`src/rtl/fetch_run_ctrl.sv`:
```
// ---------------------------------------------------------------------------
// fetch_run_ctrl
//   Run control and fetch latch sitting beside the PC generator. A program is
//   started by pulsing start_o with start_addr_o into the PC stage. While
//   running, the word the ROM returns for pc_i is registered for decode, so
//   instr_o always lags the PC by one cycle. The run ends on the halt opcode
//   (which is never issued) or when the cycle budget runs out. done_o is then
//   held until req_i drops.
//
// Ports
//   clk            clock, all state on posedge
//   rst_n          async active-low reset
//   req_i          level request to run a program
//   prog_sel_i     program select (sampled in IDLE when req_i=1)
//   pc_i           current PC from the PC stage
//   instr_in_i     combinational ROM data for pc_i
//   start_o        PC stage loads start_addr_o on the next edge
//   start_addr_o   program start address
//   instr_o        registered instruction for decode
//   instr_pc_o     PC that instr_o was fetched from
//   instr_valid_o  instr_o / instr_pc_o valid this cycle
//   done_o         program finished, held until req_i=0
//   timeout_o      finish was caused by the cycle budget (valid with done_o)
//   cycle_count_o  RUN edges counted for the current/last program
// ---------------------------------------------------------------------------
module fetch_run_ctrl #(
  parameter int unsigned      IW         = 9,
  parameter logic [IW-1:0]    HALT_OP    = 9'h1FF,
  parameter logic [15:0]      MAX_CYCLES = 16'hFFFF,
  parameter logic [7:0]       ADDR0      = 8'd0,
  parameter logic [7:0]       ADDR1      = 8'd64,
  parameter logic [7:0]       ADDR2      = 8'd128,
  parameter logic [7:0]       ADDR3      = 8'd192
) (
  input  logic          clk,
  input  logic          rst_n,
  input  logic          req_i,
  input  logic [1:0]    prog_sel_i,
  input  logic [7:0]    pc_i,
  input  logic [IW-1:0] instr_in_i,
  output logic          start_o,
  output logic [7:0]    start_addr_o,
  output logic [IW-1:0] instr_o,
  output logic [7:0]    instr_pc_o,
  output logic          instr_valid_o,
  output logic          done_o,
  output logic          timeout_o,
  output logic [15:0]   cycle_count_o
);

  typedef enum logic [1:0] {
    S_IDLE  = 2'd0,
    S_START = 2'd1,
    S_RUN   = 2'd2,
    S_DONE  = 2'd3
  } state_e;

  state_e        state_q, state_d;
  logic          start_q, start_d;
  logic [7:0]    start_addr_q, start_addr_d;
  logic [IW-1:0] instr_q, instr_d;
  logic [7:0]    instr_pc_q, instr_pc_d;
  logic          valid_q, valid_d;
  logic          done_q, done_d;
  logic          timeout_q, timeout_d;
  logic [15:0]   cnt_q, cnt_d;

  logic          is_halt;
  logic [15:0]   cnt_inc;
  logic [7:0]    sel_addr;

  assign is_halt = (instr_in_i == HALT_OP);
  assign cnt_inc = cnt_q + 16'd1;

  always_comb begin
    sel_addr = ADDR0;
    case (prog_sel_i)
      2'd0: sel_addr = ADDR0;
      2'd1: sel_addr = ADDR1;
      2'd2: sel_addr = ADDR2;
      2'd3: sel_addr = ADDR3;
      default: sel_addr = ADDR0;
    endcase
  end

  // State register together with the registered outputs.
  always_ff @(posedge clk or negedge rst_n) begin
    if (!rst_n) begin
      state_q      <= S_IDLE;
      start_q      <= 1'b0;
      start_addr_q <= '0;
      instr_q      <= '0;
      instr_pc_q   <= '0;
      valid_q      <= 1'b0;
      done_q       <= 1'b0;
      timeout_q    <= 1'b0;
      cnt_q        <= '0;
    end else begin
      state_q      <= state_d;
      start_q      <= start_d;
      start_addr_q <= start_addr_d;
      instr_q      <= instr_d;
      instr_pc_q   <= instr_pc_d;
      valid_q      <= valid_d;
      done_q       <= done_d;
      timeout_q    <= timeout_d;
      cnt_q        <= cnt_d;
    end
  end

  // Next-state logic.
  always_comb begin
    state_d = state_q;
    case (state_q)
      S_IDLE:  if (req_i) state_d = S_START;
      S_START: state_d = S_RUN;
      // req_i is deliberately ignored here: a run always ends by halt/timeout.
      S_RUN:   if (is_halt || cnt_inc == MAX_CYCLES) state_d = S_DONE;
      // Leaving DONE needs req_i low, so a held request cannot restart.
      S_DONE:  if (!req_i) state_d = S_IDLE;
      default: state_d = S_IDLE;
    endcase
  end

  // Output next-values.
  always_comb begin
    start_d      = start_q;
    start_addr_d = start_addr_q;
    instr_d      = instr_q;
    instr_pc_d   = instr_pc_q;
    valid_d      = 1'b0;
    done_d       = done_q;
    timeout_d    = timeout_q;
    cnt_d        = cnt_q;
    case (state_q)
      S_IDLE: begin
        if (req_i) begin
          start_d      = 1'b1;
          start_addr_d = sel_addr;
          cnt_d        = '0;
          timeout_d    = 1'b0;
          done_d       = 1'b0;
        end
      end
      S_START: begin
        start_d = 1'b0;
      end
      S_RUN: begin
        cnt_d = cnt_inc;
        // Halt wins over timeout; in both cases the current word is dropped.
        if (is_halt) begin
          done_d = 1'b1;
        end else if (cnt_inc == MAX_CYCLES) begin
          done_d    = 1'b1;
          timeout_d = 1'b1;
        end else begin
          instr_d    = instr_in_i;
          instr_pc_d = pc_i;
          valid_d    = 1'b1;
        end
      end
      S_DONE: begin
        if (!req_i) done_d = 1'b0;
      end
      default: ;
    endcase
  end

  assign start_o       = start_q;
  assign start_addr_o  = start_addr_q;
  assign instr_o       = instr_q;
  assign instr_pc_o    = instr_pc_q;
  assign instr_valid_o = valid_q;
  assign done_o        = done_q;
  assign timeout_o     = timeout_q;
  assign cycle_count_o = cnt_q;

endmodule

```
`config.mk`:
```
export PLATFORM = sky130hd
export DESIGN_NAME = fetch_run_ctrl
export DESIGN_NICKNAME = d
export VERILOG_FILES = /design/src/rtl/fetch_run_ctrl.sv
export SDC_FILE = /design/constraint.sdc
export NUM_CORES = 1
export LEC_CHECK = 0
export CAP_MARGIN = 20
export CORE_ASPECT_RATIO = 0.6
export CORE_MARGIN = 2
export CORE_UTILIZATION = 45
export DETAILED_ROUTE_END_ITERATION = 8
export PLACE_DENSITY = 0.82
export SYNTH_ARGS = -nofsm -noshare
export SYNTH_HDL_FRONTEND = slang
export SYNTH_SLANG_ARGS = --single-unit
```
`constraint.sdc`:
```
create_clock -name clk -period 2.7 [get_ports clk]
set_clock_uncertainty 0.15 [all_clocks]
set_input_delay 0.675 -clock clk [delete_from_list [all_inputs] [get_ports clk]]
set_output_delay 0.675 -clock clk [all_outputs]
set_load 0.01 [all_outputs]
```
==> After elaboration in Yosys (flattened, before gate mapping) <==
Cells that the tools add are included.
{ "op_classes": {"n_addsub": 1, "n_eq_ne": 14, "mux": 19, "bitwise": 2, "n_reduce_logical": 13} }
{ "ops": {"columns": ["op", "count"], "rows": [
  ["$pmux W16 S2", 1],
  ["$pmux W8 S4", 1],
  ["$add A16 B1 Y16 const B", 1],
  ["$eq A16 B16 Y1 const B", 1],
  ["$mux W16", 1],
  ["$ne A2 B2 Y1 const B", 5],
  ["$eq A9 B9 Y1 const B", 1],
  ["$mux W1", 9],
  ["$eq A2 B2 Y1 const B", 4],
  ["$pmux W2 S4", 1],
  ["$reduce_and A4 Y1", 2],
  ["$mux W2", 3],
  ["$reduce_and A2 Y1", 3],
  ["$reduce_and A3 Y1", 2],
  ["$eq A2 B1 Y1 const B", 2],
  ["$logic_not A2 Y1", 2],
  ["$pmux W1 S2", 2],
  ["$reduce_bool A2 Y1", 2],
  ["$ne A3 B3 Y1 const B", 1],
  ["$pmux W1 S3", 1],
  ["$reduce_bool A3 Y1", 1],
  ["$not A1 Y1", 2],
  ["$logic_or A1 B1 Y1", 1]
]} }
{ "totals": {"register_bits": 47, "elab_cells": 58} }

==> Depth between registers and ports, before layout <==
{ "depth": {"depth_word": 5, "ltp_mapped": 9, "ltp_nobuf": 8} }

==> Worst setup path after synthesis <==
OpenSTA, ideal clock, no wires.
{ "synth_timing": {"kind": "register to register", "start": "register cnt_q[0], in the netlist cycle_count_o[0]", "end": "register instr_q[7], in the netlist instr_o[7]", "setup_ps": 125, "arrival_ps": 2211, "required_time_ps": 2425, "setup_slack_ps": 214, "stages_incl_launch_ff": 9, "path_buffers": 1, "period_less_slack_ps": 2486, "cell_sequence": "dfrtp_1 -> ha_1 -> nand3_2 -> nor3_1 -> xnor2_1 -> nor3_4 -> a31oi_4 -> buf_6 -> mux2_4"} }
{ "synth_via": {"elab_chain_cells": 4} }
{ "synth_lines": {"columns": ["element", "line", "rtl"], "rows": [
  ["from (decl)", "66", "logic [15:0] cnt_q, cnt_d;"],
  ["from (signal assigned)", "107", "cnt_q <= cnt_d;"],
  ["$add A16 B1 Y16", "73", "assign cnt_inc = cnt_q + 16'd1;"],
  ["$eq A16 B16 Y1", "153", "end else if (cnt_inc == MAX_CYCLES) begin"],
  ["$not A1 Y1 (no line)", null, null],
  ["$reduce_and A3 Y1 (no line)", null, null],
  ["to (signal assigned)", "102", "instr_q <= instr_d;"],
  ["to (decl)", "61", "logic [IW-1:0] instr_q, instr_d;"]
]} }
No other way between the ends.
A chain may end at the register's enable or synchronous reset.

==> Worst setup path after layout <==
{ "layout_timing": {"start": "register cnt_q[1], in the netlist cycle_count_o[1]", "end": "register instr_pc_q[1], in the netlist instr_pc_o[1]"} }
{ "layout_via": {"elab_chain_cells": 4} }
{ "layout_lines": {"columns": ["element", "line", "rtl"], "rows": [
  ["$add A16 B1 Y16", "73", null],
  ["$eq A16 B16 Y1", "153", null],
  ["$not A1 Y1 (no line)", null, null],
  ["$reduce_and A3 Y1 (no line)", null, null],
  ["to (signal assigned)", "103", "instr_pc_q <= instr_pc_d;"],
  ["to (decl)", "62", "logic [7:0] instr_pc_q, instr_pc_d;"]
]} }
No other way between the ends.

==> results.md <==
STA:
- The number of failing hold endpoints at the final stage was 0.
- The slew of the pin with the lowest slew margin is 0.540 ns.
- The upper clock frequency limit is 389 MHz.
- The worst hold margin is 0.0941 ns.
- The final count of pins violating max slew was 0.
- The worst relative slew slack is 0.629.
- Setup repair after global routing left no endpoint under its margin.
- Of the available clock period, the critical path in the final layout requires 0.951.
- The post-layout minimum cycle time is 2.57 ns.
- The number of setup violations in the final report is 0.

Status:
- The flow ran to the end, and the final reports show no timing, DRC or antenna violations.

Finish:
- Of the cells placed in the final design, the portion with a size suffix greater than 1 is 0.192.
- The antenna diode instance count is 0.
- The number of nets at the end of the flow is 313.
- After routing the design area is 3060 sq um.
- The layout has 391 filler cells.
- The layout overhead on the synthesized area is 39.5%.

Drt:
- The first-pass iteration count of the detailed router is 6.
- For this block, the via count after detailed routing is 1893.
- The remaining design rule violation count is 0.
- Dividing the detail-routed via count by the number of cells gives 5.42.
- Wires add up to 5440 microns.
- The routed length per placed instance is 15.6 microns.
- The count of routing violations after the opening detailed-route iteration is 144.
- The count of nets left with antenna violations after detail routing is 0.

Clocking:
- Clock latency on the worst-skew pair, taken at its later pin, is 0.30 ns.
- The number of H-tree levels is 2.
- CTS saw 41 sinks.
- Buffers inserted during clock tree synthesis total 5.
- The clock passes through at most 2 buffers.
- After clock tree synthesis, the clock-pin slew on the worst setup and hold paths is 0.08 ns.
- The cell at the root of the clock tree is sky130_fd_sc_hd__clkbuf_8.
- The clock tree from TritonCTS is done.

Floorplanning:
- For this design the top-level I/O count stands at 67.
- Measured along the y axis, the die boundary spans 58.0 microns.
- The floorplan step defined a die boundary enclosing 5460 sq um.
- In this run the horizontal extent of the chip is 94.1 microns.
- In this run the standard cell core region covers 4640 sq um.
- The effective utilization at floorplan is 0.473.
- After floorplanning, the core was divided into 19 placement rows.

Pwr:
- Total power for the finished layout comes to 2.92 mW.
- The static leakage power is 1.32 nW.
- Across the VDD grid, the largest voltage drop is 0.000517 V.
- For this design the ratio of total power to cell area is 955 nW/um^2.

Placement:
- The count of input and output buffers is 60.
- The global placement routability congestion is 0.901.
- After detailed placement, the total cell area comes to 2890 sq um.
- Detailed placement finished with a half-perimeter wire length of 4100 microns.

Synth:
- During synthesis, Yosys emitted a total of 0 warnings.
- The cell area that synthesis handed to floorplanning was 2190 sq um.
- Each instance of the synthesized netlist takes up on average 10.5 sq um.
- Of the total synthesized cell area, the portion taken by full adders, half adders and majority gates is 0.0343.
- The area fraction in compound gates after synthesis came to 0.134.
- The sequential-to-total area share from yosys stat is 0.468.
- The combinational family with the most area after synthesis is simple AND/OR/NAND/NOR gates.
- The post-synthesis sequential element count is 41.
- The mux contribution to synthesized area is 0.114.
- In this run, distinct cell masters in the synthesized netlist total 40.
- Of the total synthesized cell area, the portion taken by XOR and XNOR cells is 0.0200.
- Synthesis handed over a netlist of 209 instances.
- The simple-gate share of the synthesized area is 0.168.

GRT:
- The maximum number of pins on one net before global-route repair is 16.
- The number of antenna violations at the first check in global routing is 0.
- The total global-route track usage is 0.206.
- The total overflow left after global routing is 0.
- The wire length of the first global-routing pass is 8740 microns.
- The number of global-route vias before repair is 1747.

Critical path:
- The kind of end point of the critical path is a register.
- The largest fanout on the critical path is 9.
- The worst setup path is launched from a register.
- The worst setup path is of the reg2reg kind.
- For the worst setup path, the data arrival time is 2.60 ns.
- The required time reported for the critical path endpoint is 2.73 ns.

Run:
- Across the run, the number of max-cap violations was 0.

Min path:
- The tightest min-delay check is of the in2async type.
critical path, cell delays in order, from the launching register on:
cell and delay [ns]:
sky130_fd_sc_hd__dfrtp_1 0.39, sky130_fd_sc_hd__ha_1 0.23, sky130_fd_sc_hd__nand3_2 0.16, sky130_fd_sc_hd__nor4b_1 0.34, sky130_fd_sc_hd__o21ai_1 0.12, sky130_fd_sc_hd__a21oi_1 0.32
sky130_fd_sc_hd__a31oi_4 0.20, sky130_fd_sc_hd__buf_4 0.23, sky130_fd_sc_hd__mux2_4 0.31
through the flow:
step,setup TNS (ns),setup slack (ns),cells,utilization
finish,0,0.132,349,0.659
global route,0,0.0246,349,0.659
CTS,0,0.0236,343,0.649
detailed placement,-0.00773,-0.00773,335,0.623
global placement,0,0.0512,335,0.623
floorplan,0,0.214,214,-
cell usage in the layout (no fill, tap or decap), types with 2 or more instances in the layout:
master                            instances
sky130_fd_sc_hd__inv_1                    6
sky130_fd_sc_hd__mux2_4                   7
sky130_fd_sc_hd__nand4_1                  6
sky130_fd_sc_hd__mux2_2                  10
sky130_fd_sc_hd__a31oi_1                  4
sky130_fd_sc_hd__o22a_1                   4
sky130_fd_sc_hd__ha_1                     6
sky130_fd_sc_hd__o21ai_0                 24
sky130_fd_sc_hd__nand3_1                  9
sky130_fd_sc_hd__nand2_1                 18
sky130_fd_sc_hd__clkbuf_8                 6
sky130_fd_sc_hd__nor2_1                   9
sky130_fd_sc_hd__buf_4                   21
sky130_fd_sc_hd__mux2i_1                  2
sky130_fd_sc_hd__conb_1                   6
sky130_fd_sc_hd__nor3_1                   5
sky130_fd_sc_hd__dfrtp_1                 40
sky130_fd_sc_hd__nand2b_1                 2
sky130_fd_sc_hd__xnor2_1                  4
sky130_fd_sc_hd__o31ai_1                  5
sky130_fd_sc_hd__a21oi_1                  7
sky130_fd_sc_hd__and3_1                   6
sky130_fd_sc_hd__clkdlybuf4s50_1         59
power breakdown:
part | total [mW] | internal [mW] | leakage [nW] | switching, mW
clock | 0.524 | 0.301 | 0.0574 | 0.223
combinational | 1.44 | 0.810 | 0.745 | 0.632
sequential | 0.952 | 0.817 | 0.517 | 0.136
per-layer routing:
layer | track usage | wire length, microns
met3 | 0.0559 | 436
met5 | 0 | 0
met4 | 0.0393 | 43
met2 | 0.286 | 2290
met1 | 0.323 | 2660
logic make-up (layout without fill, tap and decap cells):
group / Yosys count / after routing
AO/OA/AOI/OAI: 48 / 48
multiplexers: 20 / 20
AND/OR/NAND/NOR: 65 / 65
other: 1 / 6
buffers and inverters: 23 / 95
XOR/XNOR: 5 / 5
adder cells (fa/ha/maj): 6 / 6
flip-flops: 41 / 41
what timing repair did:
item / 4_1_cts / 5_1_grt
hold buffers: 0 / 0
buffers inserted: 0 / 6
gates resized for setup: 0 / 1
setup endpoints to repair: 0 / 9
state kept, by name (all words and copies together) (netlist names):
register and cells:
state_q 2, start_o 1, instr_o 9, start_addr_o 2, instr_pc_o 8, cycle_count_o 16
done_o 1, instr_valid_o 1, timeout_o 1
final cells by class:
cell class	instances	area [sq um]	share of cell area
well taps	63	78.8	0.0258
repair buffers	81	753	0.247
inverters	6	22.5	0.00737
multi-input cells	150	1050	0.345
clock inverters	2	37.5	0.0123
flip-flops and latches	41	1030	0.336
clock buffers	6	82.6	0.0270
cell usage after synthesis, drive strengths merged:
| cell | number | share of area |
|---|---|---|
| dfrtp | 41 | 0.47 |
| o21ai | 25 | 0.057 |
| mux2 | 18 | 0.10 |
| nand2 | 18 | 0.031 |
| buf | 12 | 0.041 |
| nand3 | 10 | 0.025 |
| nor2 | 9 | 0.015 |
| nand4 | 8 | 0.033 |
| a21oi | 7 | 0.016 |
| and3 | 6 | 0.017 |
| ha | 6 | 0.034 |
| inv | 6 | 0.010 |
| nor3 | 6 | 0.019 |
| a31oi | 5 | 0.021 |
| clkbuf | 5 | 0.0086 |
| o31ai | 5 | 0.017 |
| o22a | 4 | 0.016 |
| xnor2 | 4 | 0.016 |
| mux2i | 2 | 0.0091 |
| nand2b | 2 | 0.0057 |
| and4 | 1 | 0.0040 |
| conb | 1 | 0.0017 |
| nor2b | 1 | 0.0029 |
| nor3b | 1 | 0.0034 |
| nor4 | 1 | 0.0057 |
| nor4b | 1 | 0.0040 |
| o22ai | 1 | 0.0029 |
| o41ai | 1 | 0.0040 |
| or2 | 1 | 0.0029 |
| xor2 | 1 | 0.0040 |
worst paths after layout:
kind                                         startpoint                            to  slack, ns  cells after the start
max                        cycle_count_o[1]$_DFFE_PN0P_     instr_pc_o[1]$_DFFE_PN0N_       0.13                      8
min                                               rst_n     instr_pc_o[5]$_DFFE_PN0N_       0.09                      1
max reg2reg                cycle_count_o[1]$_DFFE_PN0P_     instr_pc_o[1]$_DFFE_PN0N_       0.13                      8
min reg2reg                      instr_o[3]$_DFFE_PN0N_        instr_o[3]$_DFFE_PN0N_       0.36                      1
max in group asynchronous                         rst_n  cycle_count_o[3]$_DFFE_PN0P_       1.79                      2
min in group clk                 instr_o[3]$_DFFE_PN0N_        instr_o[3]$_DFFE_PN0N_       0.36                      1
No activity file was read; power rests on OpenSTA's default activity.
